==> config.mk <==
export PLATFORM = sky130hd
export DESIGN_NAME = memory_stage
export DESIGN_NICKNAME = d
export VERILOG_FILES = /design/src/rtl/memory_stage.sv
export SDC_FILE = /design/constraint.sdc
export NUM_CORES = 1
export LEC_CHECK = 0
export ABC_CLOCK_PERIOD_IN_PS = 6000
export CORE_ASPECT_RATIO = 0.8
export CORE_MARGIN = 1.5
export CORE_UTILIZATION = 45
export DETAILED_ROUTE_END_ITERATION = 10
export HOLD_SLACK_MARGIN = 0.02
export PLACE_DENSITY_LB_ADDON = 0.12
export REMOVE_ABC_BUFFERS = 1
export SLEW_MARGIN = 10
export SYNTH_ARGS = -nofsm -noshare
export SYNTH_HDL_FRONTEND = slang
export SYNTH_SLANG_ARGS = --single-unit
==> constraint.sdc <==
create_clock -name clk -period 6 [get_ports clk]
set_clock_uncertainty 0.2 [all_clocks]
set_input_delay 0.9 -clock clk [delete_from_list [all_inputs] [get_ports clk]]
set_output_delay 0.9 -clock clk [all_outputs]
set_load 0.005 [all_outputs]
==> src/rtl/memory_stage.sv <==
// Memory stage: issues aligned data-memory requests, steers store lanes,
// extends load data and registers the write-back bundle.
module memory_stage #(
  parameter int WORD_W = 32,
  parameter int REG_W  = 5
) (
  input  logic              clk,
  input  logic              rst,
  input  logic              execute_memory_v,
  input  logic [REG_W-1:0]  execute_memory_rs1,
  input  logic [REG_W-1:0]  execute_memory_rs2,
  input  logic [REG_W-1:0]  execute_memory_rd,
  input  logic              execute_memory_rd_w_v,
  input  logic [WORD_W-1:0] execute_memory_result,
  input  logic [WORD_W-1:0] execute_memory_rs2_data,
  input  logic              execute_memory_ld_v,
  input  logic              execute_memory_st_v,
  input  logic [2:0]        execute_memory_ldop,
  input  logic [1:0]        execute_memory_strop,
  output logic              memory_stall,
  output logic              dmem_req_v,
  input  logic              dmem_req_ready,
  output logic              dmem_req_we,
  output logic [WORD_W-1:0] dmem_req_addr,
  output logic [WORD_W-1:0] dmem_req_wdata,
  output logic [3:0]        dmem_req_wmask,
  input  logic              dmem_resp_v,
  input  logic [WORD_W-1:0] dmem_resp_data,
  output logic              memory_writeback_v,
  output logic [REG_W-1:0]  memory_writeback_rs1,
  output logic [REG_W-1:0]  memory_writeback_rs2,
  output logic [REG_W-1:0]  memory_writeback_rd,
  output logic              memory_writeback_rd_w_v,
  output logic [WORD_W-1:0] memory_writeback_data,
  output logic              memory_writeback_misalign
);

  typedef enum logic [1:0] {
    S_IDLE,
    S_REQ,
    S_WAIT
  } state_t;

  state_t r_state, w_nstate;

  logic [REG_W-1:0]  r_rs1, r_rs2, r_rd;
  logic              r_rd_w_v, r_we;
  logic [WORD_W-1:0] r_addr, r_wdata;
  logic [3:0]        r_wmask;
  logic [2:0]        r_ldop;

  logic              r_wb_v, r_wb_rdw, r_wb_mis;
  logic [REG_W-1:0]  r_wb_rs1, r_wb_rs2, r_wb_rd;
  logic [WORD_W-1:0] r_wb_data;

  logic              w_mem, w_mis, w_stall;
  logic              w_done, w_cap;
  logic [1:0]        w_size;
  logic [WORD_W-1:0] w_wdata, w_lsh, w_ext;
  logic [3:0]        w_wmask;
  logic [REG_W-1:0]  w_d_rs1, w_d_rs2, w_d_rd;
  logic              w_d_rdw, w_d_mis;
  logic [WORD_W-1:0] w_d_data;

  assign w_mem  = execute_memory_ld_v | execute_memory_st_v;
  // load wins when both flags are set
  assign w_size = execute_memory_ld_v ? execute_memory_ldop[1:0]
                                      : execute_memory_strop;
  assign w_mis  = ((w_size == 2'b01) & execute_memory_result[0])
                | (w_size[1] & (|execute_memory_result[1:0]));

  always_comb begin
    w_wdata = execute_memory_rs2_data;
    w_wmask = 4'hf;
    unique case (1'b1)
      (w_size == 2'b00): begin
        w_wdata = {4{execute_memory_rs2_data[7:0]}};
        w_wmask = 4'b0001 << execute_memory_result[1:0];
      end
      (w_size == 2'b01): begin
        w_wdata = {2{execute_memory_rs2_data[15:0]}};
        w_wmask = 4'b0011 << execute_memory_result[1:0];
      end
      default: ;
    endcase
  end

  assign w_lsh = dmem_resp_data >> {r_addr[1:0], 3'b000};

  always_comb begin
    w_ext = dmem_resp_data;
    unique case (1'b1)
      (r_ldop[1:0] == 2'b00):
        w_ext = {{(WORD_W-8){~r_ldop[2] & w_lsh[7]}}, w_lsh[7:0]};
      (r_ldop[1:0] == 2'b01):
        w_ext = {{(WORD_W-16){~r_ldop[2] & w_lsh[15]}}, w_lsh[15:0]};
      default: ;
    endcase
  end

  always_comb begin
    w_nstate = r_state;
    w_stall  = 1'b0;
    w_done   = 1'b0;
    w_cap    = 1'b0;
    w_d_rs1  = r_rs1;
    w_d_rs2  = r_rs2;
    w_d_rd   = r_rd;
    w_d_rdw  = 1'b0;
    w_d_mis  = 1'b0;
    w_d_data = r_addr;
    unique case (r_state)
      S_IDLE: begin
        if (execute_memory_v) begin
          w_d_rs1  = execute_memory_rs1;
          w_d_rs2  = execute_memory_rs2;
          w_d_rd   = execute_memory_rd;
          w_d_data = execute_memory_result;
          if (!w_mem) begin
            w_done  = 1'b1;
            w_d_rdw = execute_memory_rd_w_v;
          end else if (w_mis) begin
            w_done  = 1'b1;
            w_d_mis = 1'b1;
          end else begin
            w_cap    = 1'b1;
            w_stall  = 1'b1;
            w_nstate = S_REQ;
          end
        end
      end
      S_REQ: begin
        if (dmem_req_ready && r_we) begin
          w_done   = 1'b1;
          w_nstate = S_IDLE;
        end else begin
          w_stall = 1'b1;
          if (dmem_req_ready) w_nstate = S_WAIT;
        end
      end
      S_WAIT: begin
        if (dmem_resp_v) begin
          w_done   = 1'b1;
          w_d_rdw  = r_rd_w_v;
          w_d_data = w_ext;
          w_nstate = S_IDLE;
        end else begin
          w_stall = 1'b1;
        end
      end
      default: w_nstate = S_IDLE;
    endcase
  end

  always_ff @(posedge clk or negedge rst) begin
    if (!rst) begin
      r_state   <= S_IDLE;
      r_rs1     <= '0;
      r_rs2     <= '0;
      r_rd      <= '0;
      r_rd_w_v  <= 1'b0;
      r_we      <= 1'b0;
      r_addr    <= '0;
      r_wdata   <= '0;
      r_wmask   <= '0;
      r_ldop    <= '0;
      r_wb_v    <= 1'b0;
      r_wb_rdw  <= 1'b0;
      r_wb_mis  <= 1'b0;
      r_wb_rs1  <= '0;
      r_wb_rs2  <= '0;
      r_wb_rd   <= '0;
      r_wb_data <= '0;
    end else begin
      r_state <= w_nstate;
      r_wb_v  <= w_done;
      if (w_cap) begin
        r_rs1    <= execute_memory_rs1;
        r_rs2    <= execute_memory_rs2;
        r_rd     <= execute_memory_rd;
        r_rd_w_v <= execute_memory_rd_w_v;
        r_we     <= execute_memory_st_v & ~execute_memory_ld_v;
        r_addr   <= execute_memory_result;
        r_wdata  <= w_wdata;
        r_wmask  <= w_wmask;
        r_ldop   <= execute_memory_ldop;
      end
      if (w_done) begin
        r_wb_rs1  <= w_d_rs1;
        r_wb_rs2  <= w_d_rs2;
        r_wb_rd   <= w_d_rd;
        r_wb_rdw  <= w_d_rdw;
        r_wb_mis  <= w_d_mis;
        r_wb_data <= w_d_data;
      end
    end
  end

  assign memory_stall   = w_stall;
  assign dmem_req_v     = (r_state == S_REQ);
  assign dmem_req_we    = dmem_req_v & r_we;
  assign dmem_req_addr  = dmem_req_v ? {r_addr[WORD_W-1:2], 2'b00} : '0;
  assign dmem_req_wdata = dmem_req_we ? r_wdata : '0;
  assign dmem_req_wmask = dmem_req_we ? r_wmask : 4'h0;

  assign memory_writeback_v        = r_wb_v;
  assign memory_writeback_rs1      = r_wb_rs1;
  assign memory_writeback_rs2      = r_wb_rs2;
  assign memory_writeback_rd       = r_wb_rd;
  assign memory_writeback_rd_w_v   = r_wb_rdw;
  assign memory_writeback_data     = r_wb_data;
  assign memory_writeback_misalign = r_wb_mis;

endmodule

==> impl_metrics.toml, run 1 <==
[clocking]
htree_levels = 4
cts_sinks = 140
cts_resized = 0
post_cts_buffers = 0
clockBufferDepth = 2
worstSkewPairLatency_ps = 420
path_clk_slew_ps = 60
postCtsHoldBufs = 0
tritoncts = "done"
clock_tree.root_cell = "clkbuf_16"
cts_made_buffers = 17

[global_route]
antenna_found_initial = 1
grt_start_max_net_pins = 96
grtUsageTotal_pct = 27.9
grt_pass1_wl_mm = 38.6
grt_pass1_vias = 7098
grt-ovfl-total = 0

[timing]
fmax_ghz = 0.232
setup_viol = 0
min_period_ps = 4310
min_period_over_period_pct = 71.9
slew_viol_final = 0
rsz0062_at_grt = "no"
timing_hold_violations_final = 0
tightest_slew_ps = 1200
max_slew_margin_pct = 18.8

[yosys]
synth-edff-count = 0
syn_area_um2 = 7610
ys_seq_elements = 140
synth_ff_type = "dfrtp_1"
avgSynthCellArea_um2 = 10.7
synth_cells = 710
synth_warnings = 0
synthDistinctLibCells = 52
synthArstFlopShare_pct = 100
yosysSeqAreaShare_pct = 46.1

[floorplan]
dieArea_um2 = 17700
num_rows = 42
core_um2 = 16600
ioPinCount = 245
die_y_um = 119
initial_utilization_pct = 46.0
die_x_um = 148

[pwr]
power_switching_mw = 1.53
finalPower_mw = 4.59
p_leak_nw = 4.23
ir_drop_mv = 0.239
swShare_pct = 33.3
pwr-share-clk_pct = 22.9
seqPwrFrac_pct = 37.3
power_density_nw_per_um2 = 430
p_comb_share_pct = 39.8
intPower_mw = 3.06

[final_layout]
nets = 1029
layout_common_cells = "clkdlybuf4s50_1 (241), dfrtp_1 (140), mux2_2 (60)"
area_delta_synth_final_pct = 40.2
layout_commonest_cell = "clkdlybuf4s50_1"
drive_gt1_share_pct = 14.6
final_util_pct = 64.5

[worst_hold_path]
worstHoldStart = "r_rs1[0]$_DFFE_PN0P_"
min_path_type = "reg2reg"
hold_depth = 1
hold_end = "r_rs1[0]$_DFFE_PN0P_"

[worst_setup_path]
cp.required_ps = 4900
crit_path_end_kind = "output port"
worst_setup_path_start_kind = "input port"
criticalPathCategory = "in2out"
worstRegToRegCells = 5
worstPathArrival_ps = 3210
cp_max_fo = 20
r2r_end = "memory_writeback_rs1[2]$_DFFE_PN0P_"
r2r-start = "r_we$_DFFE_PN0P_"
rrSetupSlack_ps = 2860

[route]
wl_per_cell_um = 21.3
drtAntennaViolNets = 0
vias_per_cell = 6.09
drc = 0
drt_iter0_drc = 809
dr.pass1.iters = 7
routed_wl_mm = 24.3
dr_total_vias = 6932

[flow_run]
maxCapViolCount = 0

[status]
status = "complete, no violations"

[placed_design]
dp_hpwl_mm = 15.9
portBuffers = 242
place.gp.congestion = 0.850
[per-layer routing]
layer | wire, µm | up-vias | share of wire [%] | track usage [%]
li1 | - | 3128 | - | -
met1 | 10900 | 3422 | 45 | 39.5
met2 | 11100 | 345 | 46 | 41.9
met3 | 1820 | 37 | 7.5 | 6.09
met4 | 489 | 0 | 2.0 | 10.1
met5 | 0 | - | 0 | 0
[power groups by stage]
stage,sequential (mW),clock (mW),combinational [mW]
finish,1.71,1.05,1.83
floorplan,1.64,0,0.930
global route,1.77,1.11,1.98
CTS,1.71,1.06,1.83
global placement,1.69,0,1.78
detailed placement,1.71,0,1.82
[final cells by class]
| type | instances | area [µm²] |
|---|---|---|
| diodes | 1 | 2.50 |
| flip-flops and latches | 140 | 3500 |
| clock inverters | 15 | 164 |
| clock buffers | 17 | 425 |
| repair buffers | 255 | 2520 |
| inverters | 7 | 26.3 |
| fillers | 1325 | 5880 |
| multi-input cells | 484 | 3750 |
| well taps | 220 | 275 |
[per-stage QoR]
step                      setup WS (ps)  hold WS, ps  std cells  instance area, µm²  setup TNS, ps
final                              1690          297       1139               10700              0
after CTS                          1680          298       1138               10700              0
after floorplan                    -580          257        631                7240         -26890
after global routing               1530          304       1139               10700              0
after detailed placement           1630          283       1106               10100              0
after global placement             1730          270       1106               10100              0
[worst max-delay path by stage]
stage,from,end,slack (ps)
2_1_floorplan,execute_memory_v,r_addr[11]$_DFFE_PN0P_,-580
3_3_place_gp,execute_memory_ld_v,r_rd[3]$_DFFE_PN0P_,1730
3_5_place_dp,execute_memory_ld_v,r_rs2[1]$_DFFE_PN0P_,1630
4_1_cts,execute_memory_ld_v,memory_stall,1680
5_1_grt,execute_memory_ld_v,memory_stall,1530
6_report,execute_memory_ld_v,memory_stall,1690
[cell usage after synthesis (2+ instances only)]
cell	n	area share [%]
dfrtp_1	140	46
mux2_2	60	8.9
clkbuf_1	51	2.5
a21oi_1	49	3.2
and2_1	36	3.0
and3_1	36	3.0
a211oi_1	34	3.4
a31oi_1	34	2.8
nand2_1	28	1.4
a222oi_1	26	3.4
a32o_1	19	2.5
mux2i_1	17	2.2
a2bb2oi_1	14	1.6
mux2_4	13	2.6
nor2b_1	13	1.1
buf_2	11	0.72
nand2b_1	11	0.90
nand3_1	11	0.72
o21ai_0	11	0.72
nand3b_1	9	0.89
buf_4	8	0.79
o211ai_1	8	0.79
o221ai_1	8	0.92
a41oi_1	7	0.81
inv_1	7	0.35
buf_1	6	0.30
nor2_1	6	0.30
a22oi_1	4	0.39
buf_6	4	0.59
or2_2	3	0.25
a22o_1	2	0.23
nor3_1	2	0.13
o22ai_1	2	0.16
o2bb2ai_1	2	0.23
[cell families (layout without fill, tap and decap cells)]
kind of cell	after synthesis	in the layout	share of synthesized area (%)
DFF	140	140	46.1
AOI/OAI and AO/OA	230	230	22.5
other	1	3	0.0493
muxes	90	90	13.7
buffers and inverters	87	294	5.26
and+or+nand+nor	162	162	12.4
[worst max-delay path: stages]
cell             delay, ps
clkdlybuf4s50_1        690
mux2_2                 570
a211oi_4               290
nand2_2                 90
o211ai_1               110
clkdlybuf4s50_1        560
[sequential cells by signal, summed over array words and instances (netlist names)]
name and flops:
r_addr 32, r_we 1, r_rs2 5, memory_writeback_rs1 5, memory_writeback_rd 5, r_ldop 3, r_rd 5, memory_writeback_data 32
r_rs1 5, r_wmask 4, r_wdata 32, memory_writeback_misalign 1, r_rd_w_v 1, memory_writeback_v 1, memory_writeback_rd_w_v 1, memory_writeback_rs2 5
r_state 2
(Power assumes the default switching activity.)
==> inputs of run 2 (changes only) <==
--- a/config.mk
+++ b/config.mk
@@ -5,10 +5,10 @@
 export SDC_FILE = /design/constraint.sdc
 export NUM_CORES = 1
 export LEC_CHECK = 0
-export ABC_CLOCK_PERIOD_IN_PS = 6000
+export ABC_CLOCK_PERIOD_IN_PS = 3800
 export CORE_ASPECT_RATIO = 0.8
 export CORE_MARGIN = 1.5
-export CORE_UTILIZATION = 45
+export CORE_UTILIZATION = 42
 export DETAILED_ROUTE_END_ITERATION = 10
 export HOLD_SLACK_MARGIN = 0.02
 export PLACE_DENSITY_LB_ADDON = 0.12
==> constraint.sdc (replaced) <==
create_clock -name clk -period 3.8 [get_ports clk]
set_clock_uncertainty 0.2 [all_clocks]
set_input_delay 0.57 -clock clk [delete_from_list [all_inputs] [get_ports clk]]
set_output_delay 0.57 -clock clk [all_outputs]
set_load 0.005 [all_outputs]
==> run 2 against run 1 <==
Compared with the run above:
- the flow now finishes with violations (hold timing)
- combinational power grew 60%
- core utilization shrank 3.0 points
- die area increased by 7.0%
- global-route usage shrank 1.7 points
- clock power grew 57%
- flip-flop and latch count unchanged
- sequential share of layout area shrank 0.34 points
- routed wire length increased by 1.6%
- critical endpoint unchanged
==> impl_metrics.toml, run 2 (synthesis gave the netlist of run 1 again) <==
[status]
status = "finished with violations"
violations = "hold timing"

[floorplan]
initial_utilization_pct = 43.4
die_y_um = 123
core_um2 = 17500
ioPinCount = 245
dieArea_um2 = 18900
num_rows = 43
die_x_um = 153

[timing]
tns_ps = 0
timing_hold_violations_final = 2
rsz0062_at_grt = "no"
slew_viol_final = 0
tightest_slew_ps = 1050
fmax_ghz = 0.296
whs_ps = -1.86
setup_slack_ps = 423
setup_viol = 0
min_period_ps = 3380
max_slew_margin_pct = 29.9
min_period_over_period_pct = 88.9

[global_route]
grtUsageTotal_pct = 26.1
antenna_found_initial = 1
grt-ovfl-total = 0
grt_pass1_vias = 6952
grt_pass1_wl_mm = 38.3
grt_start_max_net_pins = 85

[final_layout]
area_delta_synth_final_pct = 41.7
layout_commonest_cell = "clkdlybuf4s50_1"
fin_cells = 1156
fin_area_um2 = 10800
final_util_pct = 61.5
nets = 1041
layout_common_cells = "clkdlybuf4s50_1 (241), dfrtp_1 (140), mux2_2 (60)"
drive_gt1_share_pct = 15.7

[worst_setup_path]
crit_chain = "clkdlybuf4s50_1, mux2_2, a211oi_4, nand2_2, o211ai_1, clkdlybuf4s50_1"
crit_path_end_kind = "output port"
worst_setup_path_start_kind = "input port"
cp_common_cell = "clkdlybuf4s50_1"
criticalPathCategory = "in2out"
cp_max_fo = 20
cp.required_ps = 3030
cpPeakStageDelay_ps = 560
worstPathArrival_ps = 2610
cp_slowest_cell = "clkdlybuf4s50_1"

[placed_design]
placed_cells = 1123
place.gp.congestion = 0.849
dpl_cell_area_um2 = 10200
dp_hpwl_mm = 16.6
pre_cts_slack_ps = 395
portBuffers = 242

[clocking]
tritoncts = "done"
cts_made_buffers = 17
clockBufferDepth = 2
post_cts_buffers = 0
cts_sinks = 140
cts_resized = 0
clock_tree.root_cell = "clkbuf_16"
htree_levels = 4
path_clk_slew_ps = 60
postCtsHoldBufs = 0
worstSkewPairLatency_ps = 420

[route]
routed_wl_mm = 24.7
drtAntennaViolNets = 0
drc = 0
wl_per_cell_um = 21.4
drt_iter0_drc = 629
dr_total_vias = 6975
dr.pass1.iters = 7
vias_per_cell = 6.03

[pwr]
p_leak_nw = 4.31
ir_drop_mv = 0.322
pwr-share-clk_pct = 22.7
intPower_mw = 4.82
p_comb_share_pct = 40.3
power_density_nw_per_um2 = 675
power_switching_mw = 2.45
seqPwrFrac_pct = 37.0
swShare_pct = 33.7

[flow_run]
maxCapViolCount = 0

[worst_hold_path]
min_path_type = "in2async"
run 2: per-stage QoR:
stage | hold WS, ps | power, mW
6_report | -1.86 | 7.28
4_1_cts | 42.8 | 7.31
2_1_floorplan | 74.4 | 4.05
3_3_place_gp | 269 | 5.52
3_5_place_dp | 279 | 5.63
5_1_grt | 53.7 | 7.69
run 2: path summary, 6_finish.rpt:
path | from | endpoint | slack, ps | depth (start not counted)
min in group clk | r_rs1[3]$_DFFE_PN0P_ | r_rs1[3]$_DFFE_PN0P_ | 290 | 1
max | execute_memory_ld_v | memory_stall | 420 | 6
min | rst | memory_writeback_data[30]$_DFFE_PN0P_ | -2 | 1
max reg2reg | r_addr[0]$_DFFE_PN0P_ | memory_writeback_data[18]$_DFFE_PN0P_ | 1030 | 5
max in group asynchronous | rst | r_rs2[4]$_DFFE_PN0P_ | 2580 | 2
min reg2reg | r_rs1[3]$_DFFE_PN0P_ | r_rs1[3]$_DFFE_PN0P_ | 290 | 1
run 2: power groups by stage:
stage / registers [mW] / clock network, mW / logic, mW
after floorplan: 2.59 / 0 / 1.47
after global placement: 2.66 / 0 / 2.86
after detailed placement: 2.70 / 0 / 2.93
after CTS: 2.68 / 1.68 / 2.95
after global routing: 2.78 / 1.74 / 3.17
final: 2.69 / 1.65 / 2.93
run 2: routing by layer:
metal	routed length, µm	vias up	track usage, %
met5	0	-	0
met4	485	0	8.92
met3	1990	43	6.73
met2	11000	359	39.4
met1	11200	3417	36.7
li1	-	3156	-
run 2: final cells by class:
type	count	area [µm²]
well taps	225	282
fillers	1432	6760
repair buffers	267	2640
clock buffers	17	425
clock inverters	15	155
diodes	1	2.50
multi-input cells	484	3750
inverters	7	26.3
flip-flops and latches	140	3500
run 2: worst max-delay path, delay by kind of cell:
kind	cells	cell delay [ps]
compound gates	2	370
mux	1	520
buf+inv	2	1050
simple gates	1	90
==> inputs of run 3 (changes only) <==
--- a/config.mk
+++ b/config.mk
@@ -6,9 +6,11 @@
 export NUM_CORES = 1
 export LEC_CHECK = 0
 export ABC_CLOCK_PERIOD_IN_PS = 3800
+export CELL_PAD_IN_SITES_DETAIL_PLACEMENT = 0
+export CELL_PAD_IN_SITES_GLOBAL_PLACEMENT = 1
 export CORE_ASPECT_RATIO = 0.8
 export CORE_MARGIN = 1.5
-export CORE_UTILIZATION = 42
+export CORE_UTILIZATION = 32
 export DETAILED_ROUTE_END_ITERATION = 10
 export HOLD_SLACK_MARGIN = 0.02
 export PLACE_DENSITY_LB_ADDON = 0.12
==> run 3 against run 2 <==
Compared with the run above:
- the run now ends clean
- routed wire length grew 10%
- via count grew 0.13%
- clock-buffer cell count is the same
- die area is 31% higher
- maximum frequency is 3.8% lower
- cell count is 7.4% higher
- first-iteration DRC count up 12%
- clock power is 5% higher
- sequential share of layout area down 0.40 points
- non-clock buffer count fell by 1
- critical path depth is 1 lower
- largest cell class unchanged
==> impl_metrics.toml, run 3 (synthesis gave the netlist of run 1 again) <==
[clocking]
tritoncts = "done"
clock_tree.root_cell = "clkbuf_16"
cts_sinks = 140
clockBufferDepth = 2
post_cts_buffers = 0
htree_levels = 4
worstSkewPairLatency_ps = 430
cts_resized = 0
postCtsHoldBufs = 0
cts_made_buffers = 17
path_clk_slew_ps = 70

[final_layout]
final_util_pct = 46.7
area_delta_synth_final_pct = 43.5
n_fill_cell = 2194
layout_commonest_cell = "clkdlybuf4s50_1"
nets = 1040
layout_common_cells = "clkdlybuf4s50_1 (241), dfrtp_1 (140), mux2_2 (60)"
drive_gt1_share_pct = 15.6

[worst_setup_path]
r2r_end = "memory_writeback_rs2[4]$_DFFE_PN0P_"
cp.required_ps = 3030
crit_chain = "nand2b_1, inv_2, buf_12, and3_1, clkdlybuf4s50_1"
worstPathArrival_ps = 2740
cpPeakStageDelay_ps = 570
rrSetupSlack_ps = 1040
cp_slowest_cell = "dfrtp_1"
r2r-start = "r_state[1]$_DFFE_PN0P_"
crit_path_end_kind = "output port"
worst_setup_path_start_kind = "flip-flop"
criticalPathCategory = "reg2out"
cp_max_fo = 48
worstRegToRegCells = 4

[timing]
rsz0062_at_grt = "no"
min_period_over_period_pct = 92.4
min_period_ps = 3510
fmax_ghz = 0.285
tightest_slew_ps = 995
max_slew_margin_pct = 33.7
slew_viol_final = 0
whs_ps = 70.6
setup_viol = 0
timing_hold_violations_final = 0

[floorplan]
die_y_um = 141
dieArea_um2 = 24700
initial_utilization_pct = 32.5
ioPinCount = 245
core_um2 = 23400
num_rows = 50
die_x_um = 175

[status]
status = "complete, no violations"

[global_route]
grt_pass1_vias = 7038
grt_pass1_wl_mm = 41.6
grt-ovfl-total = 0
grt_start_max_net_pins = 103
antenna_found_initial = 1
grtUsageTotal_pct = 21.8

[route]
drt_iter0_drc = 703
dr.pass1.iters = 6
wl_per_cell_um = 21.9
drtAntennaViolNets = 0
vias_per_cell = 5.62
routed_wl_mm = 27.2
dr_total_vias = 6984
drc = 0

[placed_design]
portBuffers = 242
place.gp.congestion = 0.797
dp_hpwl_mm = 18.0

[worst_hold_path]
min_path_type = "in2async"

[flow_run]
maxCapViolCount = 0

[pwr]
p_leak_nw = 4.32
ir_drop_mv = 0.288
finalPower_mw = 7.40
power_density_nw_per_um2 = 678
==> run 3: changes by cell type in the layout (fill, tap and decap cells not counted), sizes merged <==
cell / previous run / this run
bufinv: 1 / 2
clkinv: 4 / 1
buf: 26 / 25
inv: 15 / 17
==> run 3: cell type report <==
class	instances	area [µm²]	area share (%)
Antenna cell	1	2.50	0.0229
Clock buffer	17	425	3.90
Clock inverter	15	175	1.60
Inverter	7	26.3	0.241
Multi-Input combinational cell	484	3750	34.4
Sequential cell	140	3500	32.1
Tap cell	312	390	3.58
Timing Repair Buffer	266	2640	24.2
==> run 3: how the worst max path moves through the flow <==
stage	start	end	slack, ps	cells after the start
3_5_place_dp	execute_memory_result[0]	r_addr[13]$_DFFE_PN0P_	460	7
2_1_floorplan	r_state[1]$_DFFE_PN0P_	r_addr[11]$_DFFE_PN0P_	-2490	4
6_report	r_state[1]$_DFFE_PN0P_	dmem_req_wdata[16]	290	5
4_1_cts	r_state[1]$_DFFE_PN0P_	dmem_req_wdata[16]	250	5
5_1_grt	r_state[1]$_DFFE_PN0P_	dmem_req_wdata[16]	120	5
3_3_place_gp	execute_memory_ld_v	r_addr[27]$_DFFE_PN0P_	520	8
==> run 3: where the power goes <==
group          total, mW  internal, mW  switching (mW)
registers           2.65          2.15           0.499
clock network       1.74         0.994           0.750
logic               3.00          1.75            1.26
==> run 3: per-layer routing <==
metal	wire length [µm]	GRT usage (%)	share of wire [%]
met5	17	0	0.063
met4	446	6.30	1.6
met3	2000	5.83	7.3
met2	12100	32.5	44
met1	12700	31.0	47
==> run 3: critical path: cells and delay by family, from the launching register on <==
| family | cells | cell delay (ps) |
|---|---|---|
| buffers and inverters | 3 | 1190 |
| and+or+nand+nor | 2 | 540 |
| DFF | 1 | 570 |
==> run 3: metrics by stage <==
step | std cells | setup TNS [ps] | worst slack, ps | cell area [µm²]
finish | 1242 | 0 | 289 | 10900
global route | 1241 | 0 | 120 | 10900
CTS | 1241 | 0 | 254 | 10900
detailed placement | 1209 | 0 | 458 | 10300
global placement | 1209 | 0 | 518 | 10300
floorplan | 631 | -228430 | -2490 | 7240
